`src/rtl/eksbox_pkg.sv`:
```
// Shared command codes, scan-code constants and scheduler state encoding
// for the keyboard-to-game command path.
package eksbox_pkg;

  typedef enum logic [2:0] {
    CMD_NONE  = 3'd0,
    CMD_UP    = 3'd1,
    CMD_DOWN  = 3'd2,
    CMD_LEFT  = 3'd3,
    CMD_RIGHT = 3'd4,
    CMD_FIRE  = 3'd5,
    CMD_START = 3'd6
  } cmd_e;

  typedef enum logic [1:0] {
    ST_IDLE    = 2'd0,
    ST_PRESENT = 2'd1,
    ST_SPENT   = 2'd2
  } sched_state_e;

  localparam logic [7:0] SC_UP      = 8'h1D;
  localparam logic [7:0] SC_DOWN    = 8'h1B;
  localparam logic [7:0] SC_LEFT    = 8'h1C;
  localparam logic [7:0] SC_RIGHT   = 8'h23;
  localparam logic [7:0] SC_FIRE    = 8'h29;
  localparam logic [7:0] SC_START   = 8'h5A;
  localparam logic [7:0] BREAK_CODE = 8'hF0;

  function automatic cmd_e map_scan(input logic [7:0] code);
    case (code)
      SC_UP:    return CMD_UP;
      SC_DOWN:  return CMD_DOWN;
      SC_LEFT:  return CMD_LEFT;
      SC_RIGHT: return CMD_RIGHT;
      SC_FIRE:  return CMD_FIRE;
      SC_START: return CMD_START;
      default:  return CMD_NONE;
    endcase
  endfunction

endpackage

```
`src/rtl/kb_cmd_fifo.sv`:
```
// Small command FIFO, DEPTH x 3 bits. Pointers carry one extra wrap bit so
// full and empty are told apart without a separate counter.
module kb_cmd_fifo #(
  parameter int DEPTH = 4
) (
  input  logic       i_clk,
  input  logic       i_rst_n,
  input  logic       i_push,
  input  logic       i_pop,
  input  logic [2:0] i_din,
  output logic [2:0] o_dout,
  output logic       o_full,
  output logic       o_empty
);

  localparam int AW = $clog2(DEPTH);

  logic [2:0]  r_mem [DEPTH];
  logic [AW:0] r_wptr;
  logic [AW:0] r_rptr;
  logic        w_wr_en;
  logic        w_rd_en;

  assign o_empty = (r_wptr == r_rptr);
  assign o_full  = (r_wptr[AW] != r_rptr[AW]) && (r_wptr[AW-1:0] == r_rptr[AW-1:0]);
  assign o_dout  = r_mem[r_rptr[AW-1:0]];

  // A push into a full FIFO is still accepted when a pop frees the head slot.
  assign w_wr_en = i_push && (!o_full || i_pop);
  assign w_rd_en = i_pop && !o_empty;

  always_ff @(posedge i_clk or negedge i_rst_n) begin
    if (!i_rst_n) begin
      r_wptr <= '0;
      r_rptr <= '0;
    end else begin
      if (w_wr_en) r_wptr <= r_wptr + 1'b1;
      if (w_rd_en) r_rptr <= r_rptr + 1'b1;
    end
  end

  always_ff @(posedge i_clk) begin
    if (w_wr_en) r_mem[r_wptr[AW-1:0]] <= i_din;
  end

endmodule

```
`src/rtl/kb_cmd_scheduler.sv`:
```
// Frame-synchronous keyboard command scheduler: one queued command offered per
// vertical blanking interval. Define KBQ_BREAK_FILTER_EN to drop key releases.
module kb_cmd_scheduler
  import eksbox_pkg::*;
#(
  parameter int DEPTH = 4,
  parameter int VRES  = 480
) (
  input  logic         CLK,
  input  logic         ARST_L,
  input  logic         KBSTROBE,
  input  logic [7:0]   KBCODE,
  input  logic [9:0]   VCOORD,
  output logic [2:0]   CMD,
  output logic         CMD_VALID,
  input  logic         CMD_READY,
  output logic         QFULL,
  output logic         OVERFLOW,
  output sched_state_e o_dbg_state
);

  // Handshake: CMD is offered while CMD_VALID is high and is held unchanged
  // until the consumer raises CMD_READY; transfer happens on the clock edge
  // where both are high, and CMD_VALID is low on the following cycle.

  sched_state_e r_state;
  sched_state_e w_next;
  logic         r_kbstrobe_d;
  logic         r_valid;
  logic [2:0]   r_cmd;
  logic         r_ovf;
  logic         w_edge;
  logic         w_vblank;
  logic         w_push;
  logic         w_pop;
  logic         w_full;
  logic         w_empty;
  logic [2:0]   w_dout;
  cmd_e         w_code_cmd;

  assign w_edge     = KBSTROBE && !r_kbstrobe_d;
  assign w_vblank   = (VCOORD >= 10'(VRES));
  assign w_code_cmd = map_scan(KBCODE);
  assign w_pop      = (r_state == ST_PRESENT) && CMD_READY;

`ifdef KBQ_BREAK_FILTER_EN
  logic r_break;

  // The code strobed after a break prefix is the released key; swallow it.
  always_ff @(posedge CLK or negedge ARST_L) begin
    if (!ARST_L) r_break <= 1'b0;
    else if (w_edge) r_break <= r_break ? 1'b0 : (KBCODE == BREAK_CODE);
  end

  assign w_push = w_edge && !r_break && (w_code_cmd != CMD_NONE);
`else
  assign w_push = w_edge && (w_code_cmd != CMD_NONE);
`endif

  kb_cmd_fifo #(.DEPTH(DEPTH)) u_fifo (
    .i_clk   (CLK),
    .i_rst_n (ARST_L),
    .i_push  (w_push),
    .i_pop   (w_pop),
    .i_din   (w_code_cmd),
    .o_dout  (w_dout),
    .o_full  (w_full),
    .o_empty (w_empty)
  );

  always_comb begin
    w_next = r_state;
    case (r_state)
      ST_IDLE:    if (w_vblank && !w_empty) w_next = ST_PRESENT;
      ST_PRESENT: if (CMD_READY) w_next = ST_SPENT;
      ST_SPENT:   if (!w_vblank) w_next = ST_IDLE;
      default:    w_next = ST_IDLE;
    endcase
  end

  // The head cannot move while PRESENT (only PRESENT pops), so CMD stays put.
  always_ff @(posedge CLK or negedge ARST_L) begin
    if (!ARST_L) begin
      r_state      <= ST_IDLE;
      r_kbstrobe_d <= 1'b0;
      r_valid      <= 1'b0;
      r_cmd        <= 3'd0;
      r_ovf        <= 1'b0;
    end else begin
      r_state      <= w_next;
      r_kbstrobe_d <= KBSTROBE;
      r_valid      <= (w_next == ST_PRESENT);
      r_cmd        <= (w_next == ST_PRESENT) ? w_dout : 3'd0;
      if (w_push && w_full && !w_pop) r_ovf <= 1'b1;
    end
  end

  assign CMD         = r_cmd;
  assign CMD_VALID   = r_valid;
  assign QFULL       = w_full;
  assign OVERFLOW    = r_ovf;
  assign o_dbg_state = r_state;

endmodule

```
`config.mk`:
```
export PLATFORM = sky130hd
export DESIGN_NAME = kb_cmd_scheduler
export DESIGN_NICKNAME = d
export VERILOG_FILES = /design/src/rtl/eksbox_pkg.sv /design/src/rtl/kb_cmd_fifo.sv /design/src/rtl/kb_cmd_scheduler.sv
export SDC_FILE = /design/constraint.sdc
export NUM_CORES = 1
export LEC_CHECK = 0
export BUFFER_PORTS_ARGS = -buffer_cell sky130_fd_sc_hd__buf_2
export CAP_MARGIN = 20
export CORE_UTILIZATION = 47
export DETAILED_ROUTE_END_ITERATION = 6
export PLACE_DENSITY = 0.82
export SYNTH_ARGS = -nofsm -noshare
export SYNTH_HDL_FRONTEND = slang
export SYNTH_SLANG_ARGS = --single-unit
```
`constraint.sdc`:
```
create_clock -name CLK -period 1.61 [get_ports CLK]
set_input_delay 0.322 -clock CLK [delete_from_list [all_inputs] [get_ports CLK]]
set_output_delay 0.322 -clock CLK [all_outputs]
set_load 0.05 [all_outputs]
```
==> results.py <==
metrics = {
    "clocking": {
        "cts.sinks": 26,
        "cts_tree": "done",
        "clk_pin_slew_worst_paths_ns": 0.14,
        "ctsLongestPathBuffers": 2,
        "cts_max_level": 1,
        "clock-root-buffer": "clkbuf_4",
        "numCtsBuffers": 3,
        "clkLatencyLatePin_ns": 0.32,
    },
    "floorplan": {
        "dieArea_sq_um": 3060,
        "pin_count": 30,
        "die_w_microns": 55.3,
        "coreArea_sq_um": 2590,
        "die_h_microns": 55.3,
        "start_util": 0.516,
        "rows": 18,
    },
    "setup_path": {
        "end_kind": "flip-flop",
        "worstPathCellList": "xnor2_2 -> buf_4 -> and4bb_4 -> a211oi_4 -> buf_6 -> and2_4",
        "slowest_stage": "dfrtp_1",
        "critPathLaunchType": "flip-flop",
        "critPathMaxFanout": 4,
        "arrival_ns": 1.79,
        "cp.required_ns": 1.66,
        "worst_path_largest_cell_delay_ns": 0.44,
        "setup.worst_path.class": "reg2reg",
    },
    "routing": {
        "firstDrtPassIters": 6,
        "drcViolationCount": 0,
        "routedWlPerCell_microns": 13.5,
        "ant_nets": 0,
        "vias_per_cell": 5.19,
        "drt_iter0_markers": 7,
        "wl_mm": 2.37,
        "vias": 914,
    },
    "grt": {
        "grt_max_degree": 16,
        "grt_pass1_wl_mm": 4.07,
        "grt_use_total": 0.174,
        "grt-ovfl-total": 0,
        "grt_pass1_vias": 996,
        "antenna_found_initial": 0,
    },
    "placement": {
        "finalWeightedCongestion": 0.773,
        "dp_hpwl_mm": 1.79,
        "numPortBuffers": 24,
    },
    "timing": {
        "hold_slack_ns": 0.122,
        "rsz0062_at_grt": "true",
        "fin_crit_ns": 1.75,
        "timing.slew.headroom": 0.789,
        "worst_pin_slew_ns": 0.314,
        "setup_ws_ns": -0.135,
        "hold_viol_final": 0,
        "maxSlewViolCount": 0,
        "fmax_mhz": 573,
        "finalCritPeriodShare": 1.08,
        "clock_skew_ns": 0.00832,
        "setup_viol": 14,
    },
    "final_layout": {
        "num_antenna_cells": 0,
        "fill_cells": 161,
        "drive_above_1_share": 0.575,
        "nNetsFinal": 174,
        "syn_to_final_growth_pct": 38.5,
    },
    "logic_synthesis": {
        "synth_cell_types": 34,
        "synth_seq_cells": 26,
        "synth_cells": 90,
        "yosysWarnings": 0,
        "avgSynthCellArea_sq_um": 14.9,
        "synthesis.nets": 117,
        "syn_area_sq_um": 1340,
        "ys_seq_area_frac": 0.531,
    },
    "flow_run": {
        "cap_violations": 0,
    },
    "pwr": {
        "clkPwrFrac": 0.160,
        "cellLeakagePower_nw": 0.833,
        "p_comb_frac": 0.513,
        "p_switching_w": 0.000994,
        "power_w": 0.00274,
        "sw_frac_of_total": 0.363,
        "p_seq_frac": 0.327,
        "power.density_nw_per_um2": 1480,
        "vdd_drop_max_v": 0.00124,
        "internal_power_w": 0.00175,
    },
    "outcome": {
        "violations": "negative setup slack",
        "status": "finished, violations left",
    },
    "worst_hold_path": {
        "hold_class": "in2reg",
    },
}
==> cells in the mapped netlist <==
| cell type | number | area share |
|---|---|---|
| xnor2_1 | 4 | 0.026 |
| nor2b_1 | 2 | 0.0094 |
| nand2b_1 | 2 | 0.0094 |
| and4bb_2 | 3 | 0.028 |
| mux2_4 | 1 | 0.011 |
| a211oi_4 | 1 | 0.015 |
| a41oi_1 | 1 | 0.0065 |
| a21o_1 | 2 | 0.011 |
| buf_4 | 1 | 0.0056 |
| a31oi_1 | 1 | 0.0047 |
| nor3b_2 | 1 | 0.0094 |
| o21ba_2 | 2 | 0.015 |
| and4bb_1 | 1 | 0.0094 |
| nor2_1 | 3 | 0.0084 |
| o31a_2 | 1 | 0.0075 |
| and4bb_4 | 1 | 0.012 |
| nand3_2 | 1 | 0.0075 |
| a311oi_1 | 2 | 0.013 |
| ha_1 | 5 | 0.047 |
| nor4_1 | 1 | 0.0047 |
| mux2_2 | 1 | 0.0084 |
| mux4_1 | 3 | 0.059 |
| nand2_1 | 5 | 0.014 |
| and2_2 | 4 | 0.022 |
| dfrtp_1 | 14 | 0.26 |
| xnor2_2 | 1 | 0.012 |
| xor2_1 | 3 | 0.020 |
| and2_1 | 3 | 0.014 |
| a21oi_1 | 1 | 0.0037 |
| and3b_1 | 1 | 0.0065 |
| inv_1 | 4 | 0.011 |
| a2111oi_4 | 1 | 0.021 |
| edfxtp_1 | 12 | 0.27 |
| o31ai_4 | 1 | 0.016 |
==> kinds of logic (layout without fill, tap and decap cells) <==
group,after synthesis,in the layout,share of synthesized area
fa+ha+maj,5,5,0.0468
mux,5,5,0.0786
flops,26,26,0.531
compound gates,13,13,0.113
buf+inv,5,61,0.0168
xor+xnor,8,8,0.0580
simple gates,28,28,0.155
==> layer usage <==
| metal | wire length [microns] | up-vias | track usage |
|---|---|---|---|
| met5 | 0 | - | 0 |
| met4 | 0 | 0 | 0.0786 |
| met3 | 51 | 0 | 0.0351 |
| met2 | 1420 | 24 | 0.344 |
| met1 | 906 | 443 | 0.168 |
| li1 | - | 447 | - |
==> repair_timing <==
item	CTS	global route
endpoints found under the setup margin	14	17
hold buffers	1	0
buffers inserted	6	3
pin swaps	5	6
hold endpoints to repair	14	0
resized for setup	10	11
==> power by group through the flow <==
stage               clock network (W)  logic [W]  registers [W]
floorplan                           0   0.000502        0.00118
global placement                    0    0.00112       0.000895
detailed placement                  0    0.00117       0.000903
CTS                          0.000446    0.00127       0.000900
global route                 0.000472    0.00151       0.000913
finish                       0.000439    0.00140       0.000896
==> per-stage QoR <==
step	setup WS (ns)	cell area, sq um	std cells	util	TNS, ns
final	-0.135	1850	176	0.715	-1.61
after global routing	-0.177	1850	176	0.715	-2.31
after CTS	-0.127	1780	174	0.688	-0.882
after detailed placement	-0.200	1640	163	0.634	-2.44
after global placement	-0.147	1640	163	0.634	-1.81
after floorplan	-0.115	1340	90	-	-1.42
==> cells in the final DEF (no fill, tap or decap), types with 2 or more instances in the layout <==
cell type,Yosys,final
and2_1,3,3
mux4_1,3,3
xnor2_2,1,4
xor2_1,3,3
a21o_1,2,2
buf_2,0,23
and2_4,0,4
inv_1,4,4
mux2_4,1,2
nor2_1,3,2
nor2b_1,2,2
nand2_1,5,4
ha_1,5,4
buf_4,1,24
and4bb_2,3,3
clkbuf_4,0,3
buf_6,0,4
dfrtp_1,14,12
edfxtp_1,12,12
o21ba_2,2,2
dfrtp_2,0,2
nand2b_1,2,2
==> sequential cells by signal, summed over array words and instances (netlist names) <==
| name | count |
|---|---|
| CMD | 3 |
| u_fifo.r_rptr | 3 |
| CMD_VALID | 1 |
| r_kbstrobe_d | 1 |
| o_dbg_state | 2 |
| u_fifo.r_mem | 12 |
| OVERFLOW | 1 |
| u_fifo.r_wptr | 3 |
==> area by class of cell <==
cell class | instances | area (sq um) | share of cell area
Clock buffer | 3 | 22.5 | 0.0122
Clock inverter | 1 | 30.0 | 0.0162
Inverter | 4 | 15.0 | 0.00810
Multi-Input combinational cell | 59 | 669 | 0.361
Sequential cell | 26 | 713 | 0.385
Tap cell | 30 | 37.5 | 0.0203
Timing Repair Buffer | 53 | 365 | 0.197
==> worst max-delay path: cells and delay by family (launching register included) <==
family / cells / cell delay, ns
simple gates: 2 / 0.37
xor+xnor: 1 / 0.15
flops: 1 / 0.44
buf+inv: 2 / 0.29
compound gates: 1 / 0.21
==> path summary, 6_finish.rpt <==
path	cells after the start	startpoint	end	slack [ns]
max	6	u_fifo.r_wptr[0]	u_fifo.r_mem[2][1]	-0.14
min	1	KBSTROBE	r_kbstrobe_d	0.12
max reg2reg	6	u_fifo.r_wptr[0]	u_fifo.r_mem[2][1]	-0.14
min reg2reg	1	OVERFLOW	OVERFLOW	0.47
max in group asynchronous	2	ARST_L	o_dbg_state[0]	0.94
min in group asynchronous	2	ARST_L	u_fifo.r_rptr[2]	0.41
No activity file was read; power rests on OpenSTA's default activity.
